**config.mk**
```make
export PLATFORM = sky130hd
export DESIGN_NAME = keypad_scanner
export DESIGN_NICKNAME = d
export VERILOG_FILES = /design/src/rtl/keypad_pkg.sv /design/src/rtl/debounce_filter.sv /design/src/rtl/keypad_scanner.sv
export SDC_FILE = /design/constraint.sdc
export NUM_CORES = 1
export LEC_CHECK = 0
export BUFFER_PORTS_ARGS = -buffer_cell sky130_fd_sc_hd__buf_2
export CAP_MARGIN = 20
export CORE_ASPECT_RATIO = 0.6
export CORE_MARGIN = 4
export CORE_UTILIZATION = 45
export CTS_BUF_LIST = sky130_fd_sc_hd__clkbuf_4 sky130_fd_sc_hd__clkbuf_8 sky130_fd_sc_hd__clkbuf_16
export CTS_CLUSTER_DIAMETER = 100
export CTS_CLUSTER_SIZE = 20
export DETAILED_ROUTE_END_ITERATION = 8
export PLACE_DENSITY = 0.6
export SLEW_MARGIN = 0
export SYNTH_ARGS = -nofsm -noshare
export SYNTH_HDL_FRONTEND = slang
export SYNTH_SLANG_ARGS = --single-unit
export TNS_END_PERCENT = 30
```
**constraint.sdc**
```tcl
create_clock -name hwclk -period 6.4 [get_ports hwclk]
set_input_delay 1.28 -clock hwclk [delete_from_list [all_inputs] [get_ports hwclk]]
set_output_delay 1.28 -clock hwclk [all_outputs]
set_load 0.01 [all_outputs]
```
**src/rtl/keypad_pkg.sv**
```systemverilog
// Shared key-code constants and the frame-to-key encoder for the keypad scanner path.
// A frame is the 9-bit pressed snapshot, bit 3*row+col set when that key read closed.
package keypad_pkg;

  localparam logic [3:0] KEY_NONE = 4'd0;
  localparam logic [3:0] KEY_MIN  = 4'd1;
  localparam logic [3:0] KEY_MAX  = 4'd9;
  localparam int         NUM_ROWS = 3;
  localparam int         NUM_COLS = 3;

  // Multi-press and ghosting both show up as more than one bit and are rejected.
  function automatic logic [3:0] encode_frame(input logic [NUM_ROWS*NUM_COLS-1:0] snap);
    logic [3:0] code;
    int         hits;
    code = KEY_NONE;
    hits = 0;
    for (int i = 0; i < NUM_ROWS*NUM_COLS; i++) begin
      if (snap[i]) begin
        hits++;
        code = KEY_MIN + 4'(i);
      end
    end
    return (hits == 1) ? code : KEY_NONE;
  endfunction

endpackage

```
**src/rtl/debounce_filter.sv**
```systemverilog
// Frame-level debounce: commits a key once DEBOUNCE_FRAMES identical frames are seen.
// Outputs are registered, one cycle after the committing frame_valid; no backpressure.
module debounce_filter
  import keypad_pkg::*;
#(
  parameter int DEBOUNCE_FRAMES = 10
) (
  input  logic       hwclk,
  input  logic       reset,
  input  logic       frame_valid,
  input  logic [3:0] frame_key,
  output logic [3:0] key,
  output logic       pressed,
  output logic       press_pulse
);

  localparam int CW = $clog2(DEBOUNCE_FRAMES + 1);

  logic [3:0]    cand_q, cand_d;
  logic [3:0]    key_q, key_d;
  logic [CW-1:0] stable_cnt_q, stable_cnt_d;
  logic          pressed_q, pressed_d;
  logic          pulse_q, pulse_d;
  logic [3:0]    fkey;
  logic [3:0]    committed;

  always_comb begin
    fkey         = (frame_key >= KEY_MIN && frame_key <= KEY_MAX) ? frame_key : KEY_NONE;
    // button keeps its last code after release, so the committed key is NONE while released
    committed    = pressed_q ? key_q : KEY_NONE;
    cand_d       = cand_q;
    stable_cnt_d = stable_cnt_q;
    key_d        = key_q;
    pressed_d    = pressed_q;
    pulse_d      = 1'b0;
    if (frame_valid) begin
      if (fkey == cand_q) begin
        if (stable_cnt_q != CW'(DEBOUNCE_FRAMES)) stable_cnt_d = stable_cnt_q + CW'(1);
      end else begin
        cand_d       = fkey;
        stable_cnt_d = CW'(1);
      end
      if (stable_cnt_d == CW'(DEBOUNCE_FRAMES) && cand_d != committed) begin
        if (cand_d == KEY_NONE) begin
          pressed_d = 1'b0;
        end else begin
          key_d     = cand_d;
          pressed_d = 1'b1;
          pulse_d   = !pressed_q;
        end
      end
    end
  end

  always_ff @(posedge hwclk) begin
    if (reset) begin
      cand_q       <= KEY_NONE;
      key_q        <= KEY_NONE;
      stable_cnt_q <= '0;
      pressed_q    <= 1'b0;
      pulse_q      <= 1'b0;
    end else begin
      cand_q       <= cand_d;
      key_q        <= key_d;
      stable_cnt_q <= stable_cnt_d;
      pressed_q    <= pressed_d;
      pulse_q      <= pulse_d;
    end
  end

  assign key         = key_q;
  assign pressed     = pressed_q;
  assign press_pulse = pulse_q;

endmodule

```
**src/rtl/keypad_scanner.sv**
```systemverilog
// 3x3 keypad row scanner with column synchronisers, per-frame snapshot and debounce.
// Press reaches bstate after DEBOUNCE_FRAMES frames (+ partial frame) + 1 cycle; no backpressure.
module keypad_scanner
  import keypad_pkg::*;
#(
  parameter int SCAN_DIV        = 12000,
  parameter int SETTLE          = 8,
  parameter int DEBOUNCE_FRAMES = 10
) (
  input  logic       hwclk,
  input  logic       reset,
  output logic       keypad_r1,
  output logic       keypad_r2,
  output logic       keypad_r3,
  input  logic       keypad_c1,
  input  logic       keypad_c2,
  input  logic       keypad_c3,
  output logic [3:0] button,
  output logic       bstate,
  output logic       press_pulse
);

  localparam int SW = $clog2(SCAN_DIV);
  localparam int NB = NUM_ROWS * NUM_COLS;

  logic [1:0]          row_idx_q, row_idx_d;
  logic [SW-1:0]       slot_cnt_q, slot_cnt_d;
  logic [NB-1:0]       snap_q, snap_d;
  logic [NUM_COLS-1:0] col_meta_q, col_meta_d;
  logic [NUM_COLS-1:0] col_sync_q, col_sync_d;
  logic                slot_end;
  logic                frame_valid;
  logic [3:0]          frame_key;
  logic [2:0]          rows_n;

  always_comb begin
    col_meta_d  = {keypad_c3, keypad_c2, keypad_c1};
    col_sync_d  = col_meta_q;
    slot_end    = (slot_cnt_q == SW'(SCAN_DIV - 1));
    frame_valid = slot_end && (row_idx_q == 2'd2);
    frame_key   = encode_frame(snap_q);
    slot_cnt_d  = slot_end ? '0 : slot_cnt_q + SW'(1);
    row_idx_d   = row_idx_q;
    if (slot_end) row_idx_d = (row_idx_q == 2'd2) ? 2'd0 : row_idx_q + 2'd1;
    // +2 covers the synchroniser so the sample reflects this row's settled columns
    snap_d = snap_q;
    if (slot_cnt_q == SW'(SETTLE + 2)) begin
      case (row_idx_q)
        2'd0:    snap_d[2:0] = ~col_sync_q;
        2'd1:    snap_d[5:3] = ~col_sync_q;
        default: snap_d[8:6] = ~col_sync_q;
      endcase
    end
    // Rows float high during reset and row 0 is driven as soon as reset drops
    rows_n = reset ? 3'b111 : ~(3'b001 << row_idx_q);
  end

  always_ff @(posedge hwclk) begin
    if (reset) begin
      row_idx_q  <= 2'd0;
      slot_cnt_q <= '0;
      snap_q     <= '0;
      col_meta_q <= '1;
      col_sync_q <= '1;
    end else begin
      row_idx_q  <= row_idx_d;
      slot_cnt_q <= slot_cnt_d;
      snap_q     <= snap_d;
      col_meta_q <= col_meta_d;
      col_sync_q <= col_sync_d;
    end
  end

  assign keypad_r1 = rows_n[0];
  assign keypad_r2 = rows_n[1];
  assign keypad_r3 = rows_n[2];

  debounce_filter #(
    .DEBOUNCE_FRAMES(DEBOUNCE_FRAMES)
  ) u_debounce (
    .hwclk      (hwclk),
    .reset      (reset),
    .frame_valid(frame_valid),
    .frame_key  (frame_key),
    .key        (button),
    .pressed    (bstate),
    .press_pulse(press_pulse)
  );

endmodule
```
Word level (Yosys, flattened, before mapping)
Cells that the tools add are included.
{"block": "word_totals", "register_bits": 45, "in_bits": 5, "output_inout_bits": 9, "word_cells": 84}
{"block": "op_classes", "n_addsub": 11, "n_lt_le_gt_ge": 2, "n_eq_ne": 9, "n_shift": 1, "mux": 29, "n_bitwise": 6, "reduce_logical": 14}
{"cell": "$add A32 B2 Y32 const B", "n": 8}
{"cell": "$mux W32", "n": 8}
{"cell": "$mux W4", "n": 16}
{"cell": "$eq A32 B2 Y1 const B", "n": 1}
{"cell": "$add A14 B1 Y14 const B", "n": 1}
{"cell": "$eq A14 B14 Y1 const B", "n": 1}
{"cell": "$eq A14 B4 Y1 const B", "n": 1}
{"cell": "$reduce_and A2 Y1", "n": 4}
{"cell": "$not A3 Y3", "n": 2}
{"cell": "$add A4 B1 Y4 const B", "n": 1}
{"cell": "$eq A4 B4 Y1", "n": 1}
{"cell": "$eq A4 B4 Y1 const B", "n": 1}
{"cell": "$ge A4 B1 Y1 const B", "n": 1}
{"cell": "$le A4 B4 Y1 const B", "n": 1}
{"cell": "$logic_not A4 Y1", "n": 1}
{"cell": "$ne A4 B4 Y1", "n": 1}
{"cell": "$ne A4 B4 Y1 const B", "n": 1}
{"cell": "$not A1 Y1", "n": 4}
{"cell": "$reduce_or A2 Y1", "n": 2}
{"cell": "$reduce_or A4 Y1", "n": 1}
{"cell": "$logic_and A1 B1 Y1", "n": 3}
{"cell": "$mux W1", "n": 3}
{"cell": "$mux W3", "n": 1}
{"cell": "$reduce_and A3 Y1", "n": 1}
{"cell": "7 further kinds", "n": 7}

Depth between registers and ports, before layout
{"block": "logic_depth", "depth_word": 29, "ltp_mapped": 27}

Hierarchy
A second synthesis with hierarchy kept.
{"block": "unflattened", "hier_cells": 369, "area_unflattened_um2": 3118.0}
{"mod": "keypad_scanner", "n_inst": 1, "cells_each": 257, "area_each_um2": 2128.3, "seq_area_each_um2": 620.6}
{"mod": "debounce_filter", "n_inst": 1, "cells_each": 112, "area_each_um2": 989.7, "seq_area_each_um2": 280.3}

Worst setup path before layout
OpenSTA, ideal clock, no wires.
{"block": "synth_timing", "path_type": "register to register", "from": "register snap_q[1]", "to": "register u_debounce.key_q[2], in the netlist u_debounce.key[2]", "setup_ps": 74, "t_arrival_ps": 6123, "setup_slack_ps": 203, "stages_incl_launch_ff": 27, "path_buffers": 0, "synth_period_minus_slack_ps": 6197, "cell_sequence": "dfxtp_1 > inv_1 > ha_1 > xnor2_2 > inv_1 > ha_1 > mux2_2 > ha_1 > a21oi_1 > nand2_1 > ha_1 > nand2b_1 > o21a_1 > ha_1 > nand2_1 > nand2_1 > ha_1 > mux2_2 > ha_1 > or4b_4 > a2111oi_4 > nand2_1 > o21ai_1 > o211ai_1 > a211o_1 > or4_1 > o21ai_0"}
{"block": "synth_via", "elab_chain_cells": 26, "word_cells_on_any_way": 40, "cone_classes": "7 x add/sub; 2 x order compare; 4 x eq/ne; 22 x mux; 1 x bitwise; 4 x reduce/logical"}
{"element": "start: declaration", "line_no": "keypad_scanner.sv:28", "source": "logic [NB-1:0] snap_q, snap_d;"}
{"element": "start signal: assignment", "line_no": "keypad_scanner.sv:68", "source": "snap_q <= snap_d;"}
{"element": "$mux W32", "line_no": "keypad_pkg.sv:18", "source": "if (snap[i]) begin"}
{"element": "$add A32 B2 Y32", "line_no": "keypad_pkg.sv:19", "source": "hits++;"}
{"element": "$mux W32", "line_no": "keypad_pkg.sv:18"}
{"element": "$add A32 B2 Y32", "line_no": "keypad_pkg.sv:19"}
{"element": "$mux W32", "line_no": "keypad_pkg.sv:18"}
{"element": "$add A32 B2 Y32", "line_no": "keypad_pkg.sv:19"}
{"element": "$mux W32", "line_no": "keypad_pkg.sv:18"}
{"element": "$add A32 B2 Y32", "line_no": "keypad_pkg.sv:19"}
{"element": "[10 not listed]"}
{"element": "$logic_and A1 B1 Y1", "line_no": "debounce_filter.sv:28", "source": "fkey = (frame_key >= KEY_MIN && frame_key <= KEY_MAX) ? frame_key : KEY_NONE;"}
{"element": "$mux W4 *", "line_no": "debounce_filter.sv:28"}
{"element": "$eq A4 B4 Y1", "line_no": "debounce_filter.sv:37", "source": "if (fkey == cand_q) begin"}
{"element": "$mux W4", "line_no": "debounce_filter.sv:37"}
{"element": "$mux W4", "line_no": "debounce_filter.sv:36", "source": "if (frame_valid) begin"}
{"element": "$eq A4 B4 Y1, or another cell as far along", "line_no": "debounce_filter.sv:43", "source": "if (stable_cnt_d == CW'(DEBOUNCE_FRAMES) && cand_d != committed) begin"}
{"element": "$logic_and A1 B1 Y1 or $not A1 Y1 (tied branches)"}
{"element": "$reduce_and A3 Y1 (no line)"}
{"element": "end signal: assignment", "line_no": "debounce_filter.sv:64", "source": "key_q <= key_d;"}
{"element": "end: declaration", "line_no": "debounce_filter.sv:20", "source": "logic [3:0] key_q, key_d;"}
Every way passes the cells marked *; elsewhere a longest branch is shown, timed or not. The select of a mux whose other input is x is not followed.
A chain may end at the register's enable or synchronous reset.

Final worst setup path
{"block": "layout_timing", "from": "register snap_q[1]", "to": "register u_debounce.key_q[3], in the netlist u_debounce.key[3]"}
Same word-level chain as after synthesis.

==> results.env <==
RUN_STATUS='completed'
CELLPOWERDENSITY_nW_PER_UM2=169
GRT.MET1_USAGE_PCT=29.6
TRITONCTS='yes'
GLOBALROUTETOTALUTIL_PCT=18.0
FINAL_MIN_PERIOD_OVER_CLOCK_PERIOD_PCT=95.5
INITIAL_UTILIZATION_PCT=47.9
CTS_HOLD_BUF=0
CLOCK_LATENCY_PS=290
LARGEST_FANOUT_ON_THE_CRITICAL_PATH=6
DETAILED_ROUTER_ITERATION_COUNT_BEFORE_ANTENNA_REPAIR=5
GRT_BUSIEST_LAYER='met1'
SYNTHARSTFLOPSHARE_PCT=0
TIMING.MAX_CAP.VIOLATIONS=0
TIMING.HOLD.WORST.CLASS='reg -> reg'
SYNTH.CELL_AREA_UM2=3030
GLOBAL_ROUTE_WIRE_LENGTH_BEFORE_REPAIR_UM=11800
GLOBAL_ROUTE.USAGE.MET2_PCT=22.6
WORST_SETUP_PATH_START_KIND='flop'
SYN_INST=376
POWER_LEAKAGE_nW=1.27
ANTENNA_FOUND_INITIAL=0
ARRIVAL_PS=6310
TYPE_OF_DESTINATION_OF_THE_CRITICAL_PATH='flop'
FINAL_NET_COUNT=408
VIA_COUNT=2693
FIN_SKEW_PS=7.77
VIA_COUNT_OF_THE_FIRST_GLOBAL_ROUTING_PASS=2349
GRT_START_MAX_NET_PINS=41
SYNTH-EDFF-COUNT=0
FMAXACHIEVABLE_GHz=0.164
FINALHOLDVIOLCOUNT=0
SYN_TO_FINAL_GROWTH_PCT=12.6
DIE_AREA_UM2=8160
TIGHTEST_SLEW_PS=706
LEADING_CELL_TYPE_IN_THE_LAYOUT_FILL_AND_TAPS_EXCLUDED='nor2_1'
CTS.SINKS=45
DETAIL_ROUTE.ITER0.VIOLATIONS=313
HTREEDEPTH=2
PERIOD_MINUS_SLACK_PS=6110
POSTSYNTHREGISTERBITS=45
MAX-VDD-IR-DROP_V=0.000147
PROPORTION_OF_LAYOUT_CELLS_WITH_A_DRIVE_SUFFIX_ABOVE_1_PCT=19.2
FINALPOWER_uW=576
MET3_USAGE_PCT=4.05
DRT-VIAS-PER-INSTANCE=5.67
DETAIL-ROUTE-ANTENNA-NETS=0
FINALCOREUTILIZATION_PCT=53.9
CORE_REGION_AREA_UM2=6330
SYNTH-WARNING-COUNT=0
SYNTH_AREA_PER_CELL_UM2=8.07
OVERFLOW=0
N_ANTENNA_CELL=0
CTS.ROOT.BUFFER_CELL='clkbuf_16'
RELSLEWSLACK_PCT=52.8
WIRE_PER_INST_UM=14.8
CTS.PATH.MAX_BUFFERS=2
GP_ROUTABILITY_CONGESTION=0.818
SYNTH_TOP_FLOP_CELL='dfxtp_1'
POSTSYNTHNETCOUNT=394
CRITICAL_PATH_REQUIRED_PS=6600
NUMBER_OF_CTS_INSERTED_BUFFERS=5
PLACEMENTROWS=22
FINALMAXSLEWVIOLATIONS=0
FINALWIRELENGTH_UM=7020
SETUP_VIOL=0
IOS=14
SYNTH-SEQ-AREA-SHARE_PCT=29.7
DIE-HEIGHT_UM=71.6
POST-DP-HPWL_UM=5300
SETUP.WORST_PATH.CLASS='reg -> reg'
NUMPORTBUFFERS=13
FINAL_CELL_MIX='nor2_1 (54), dfxtp_1 (43), nand2_1 (40), nand3_1 (17)'
REMAINING_DESIGN_RULE_VIOLATION_COUNT=0
DIE_X_UM=114
CLK_TRANSITION_REPORTED_PATHS_PS=70
YS_TYPES=69
==> final timing paths <==
path,from,end,slack (ps),depth (start not counted)
worst max-delay path,snap_q[1],u_debounce.key[3],290,24
worst min-delay path,col_meta_q[1],col_sync_q[1],410,1
worst min register to register,col_meta_q[1],col_sync_q[1],410,1
worst max register to register,snap_q[1],u_debounce.key[3],290,24
==> cell families (layout without fill, tap and decap cells) <==
group | after synthesis | in the layout | synth area share [%]
xor gates and xnor gates | 29 | 29 | 11.3
AOI/OAI and AO/OA | 76 | 76 | 17.7
adders and majority gates | 13 | 13 | 5.36
buffers and inverters | 24 | 39 | 4.29
DFF | 45 | 45 | 29.7
and+or+nand+nor | 185 | 185 | 30.2
muxes | 4 | 4 | 1.44
==> stage by stage <==
| stage | instance area (um2) | hold WS, ps | worst slack [ps] | setup TNS, ps | instances |
|---|---|---|---|---|---|
| after floorplan | 3030 | 389 | 203 | 0 | 376 |
| after global routing | 3410 | 422 | -72.9 | -249 | 475 |
| after CTS | 3330 | 408 | 1.04 | 0 | 474 |
| after detailed placement | 3160 | 392 | -75.9 | -235 | 466 |
| final | 3410 | 408 | 291 | 0 | 475 |
| after global placement | 3160 | 393 | 179 | 0 | 466 |
==> where the power goes <==
part | switching (mW) | total (mW) | internal (mW)
sequential | 0.00462 | 0.289 | 0.284
combinational | 0.00947 | 0.0167 | 0.00728
clock | 0.113 | 0.271 | 0.157
total | 0.127 | 0.576 | 0.449
==> registers in the layout, indices dropped and copies added, names as in the netlist, 2 cells and up <==
name and cells:
u_debounce.stable_cnt_q 4, col_sync_q 3, u_debounce.cand_q 4, row_idx_q 2
slot_cnt_q 14, u_debounce.key 4, col_meta_q 3, snap_q 9
==> layout make-up <==
class                   instances  area [um2]
clock buffers                   6         139
clock inverters                 2        17.5
fillers                       627        2920
inverters                      11        43.8
multi-input cells             307        2090
flip-flops and latches         45         906
well taps                      84         105
repair buffers                 20         118
==> critical path, cell delays in order, from the launching register on <==
cell and delay [ps]:
dfxtp_4 360, ha_2 190, nor2b_1 130, or2_2 310, ha_4 240, mux2_2 270
ha_1 280, a21oi_2 170, nand2_2 100, ha_4 240, nand2b_1 150, o21a_1 130
ha_1 290, nand2_2 110, nand2_1 90, ha_1 290, mux2_2 270, ha_1 280
or4b_4 530, a31oi_4 170, o211ai_1 140, a221o_1 410, a211o_1 380, or2_1 290
o32ai_2 190
==> Yosys cell counts (all sizes together) (4+ instances only) <==
cell | number | area share, %
a211oi | 11 | 3.1
a21oi | 17 | 2.8
and3 | 8 | 1.7
clkbuf | 10 | 1.9
dfxtp | 45 | 30
ha | 13 | 5.4
inv | 11 | 1.4
nand2 | 42 | 5.2
nand2b | 5 | 1.0
nand3 | 17 | 2.8
nand4 | 5 | 1.0
nor2 | 54 | 6.7
nor2b | 4 | 0.82
nor3 | 16 | 2.6
nor4 | 4 | 0.82
o21ai | 19 | 3.1
or2 | 12 | 2.5
xnor2 | 14 | 6.0
xor2 | 13 | 3.8
==> per-layer routing <==
metal / routed length [um] / up-vias / share of wire [%]
li1: - / 1366 / -
met1: 3910 / 1253 / 56
met2: 2670 / 68 / 38
met3: 378 / 6 / 5.4
met4: 67 / 0 / 0.95
met5: 0 / - / 0
==> repair_timing <==
item / 4_1_cts / 5_1_grt
gates resized for setup: 3 / 14
pin swaps: 0 / 9
endpoints found under the setup margin: 4 / 9
buffers inserted: 0 / 1
(Power assumes the default switching activity.)
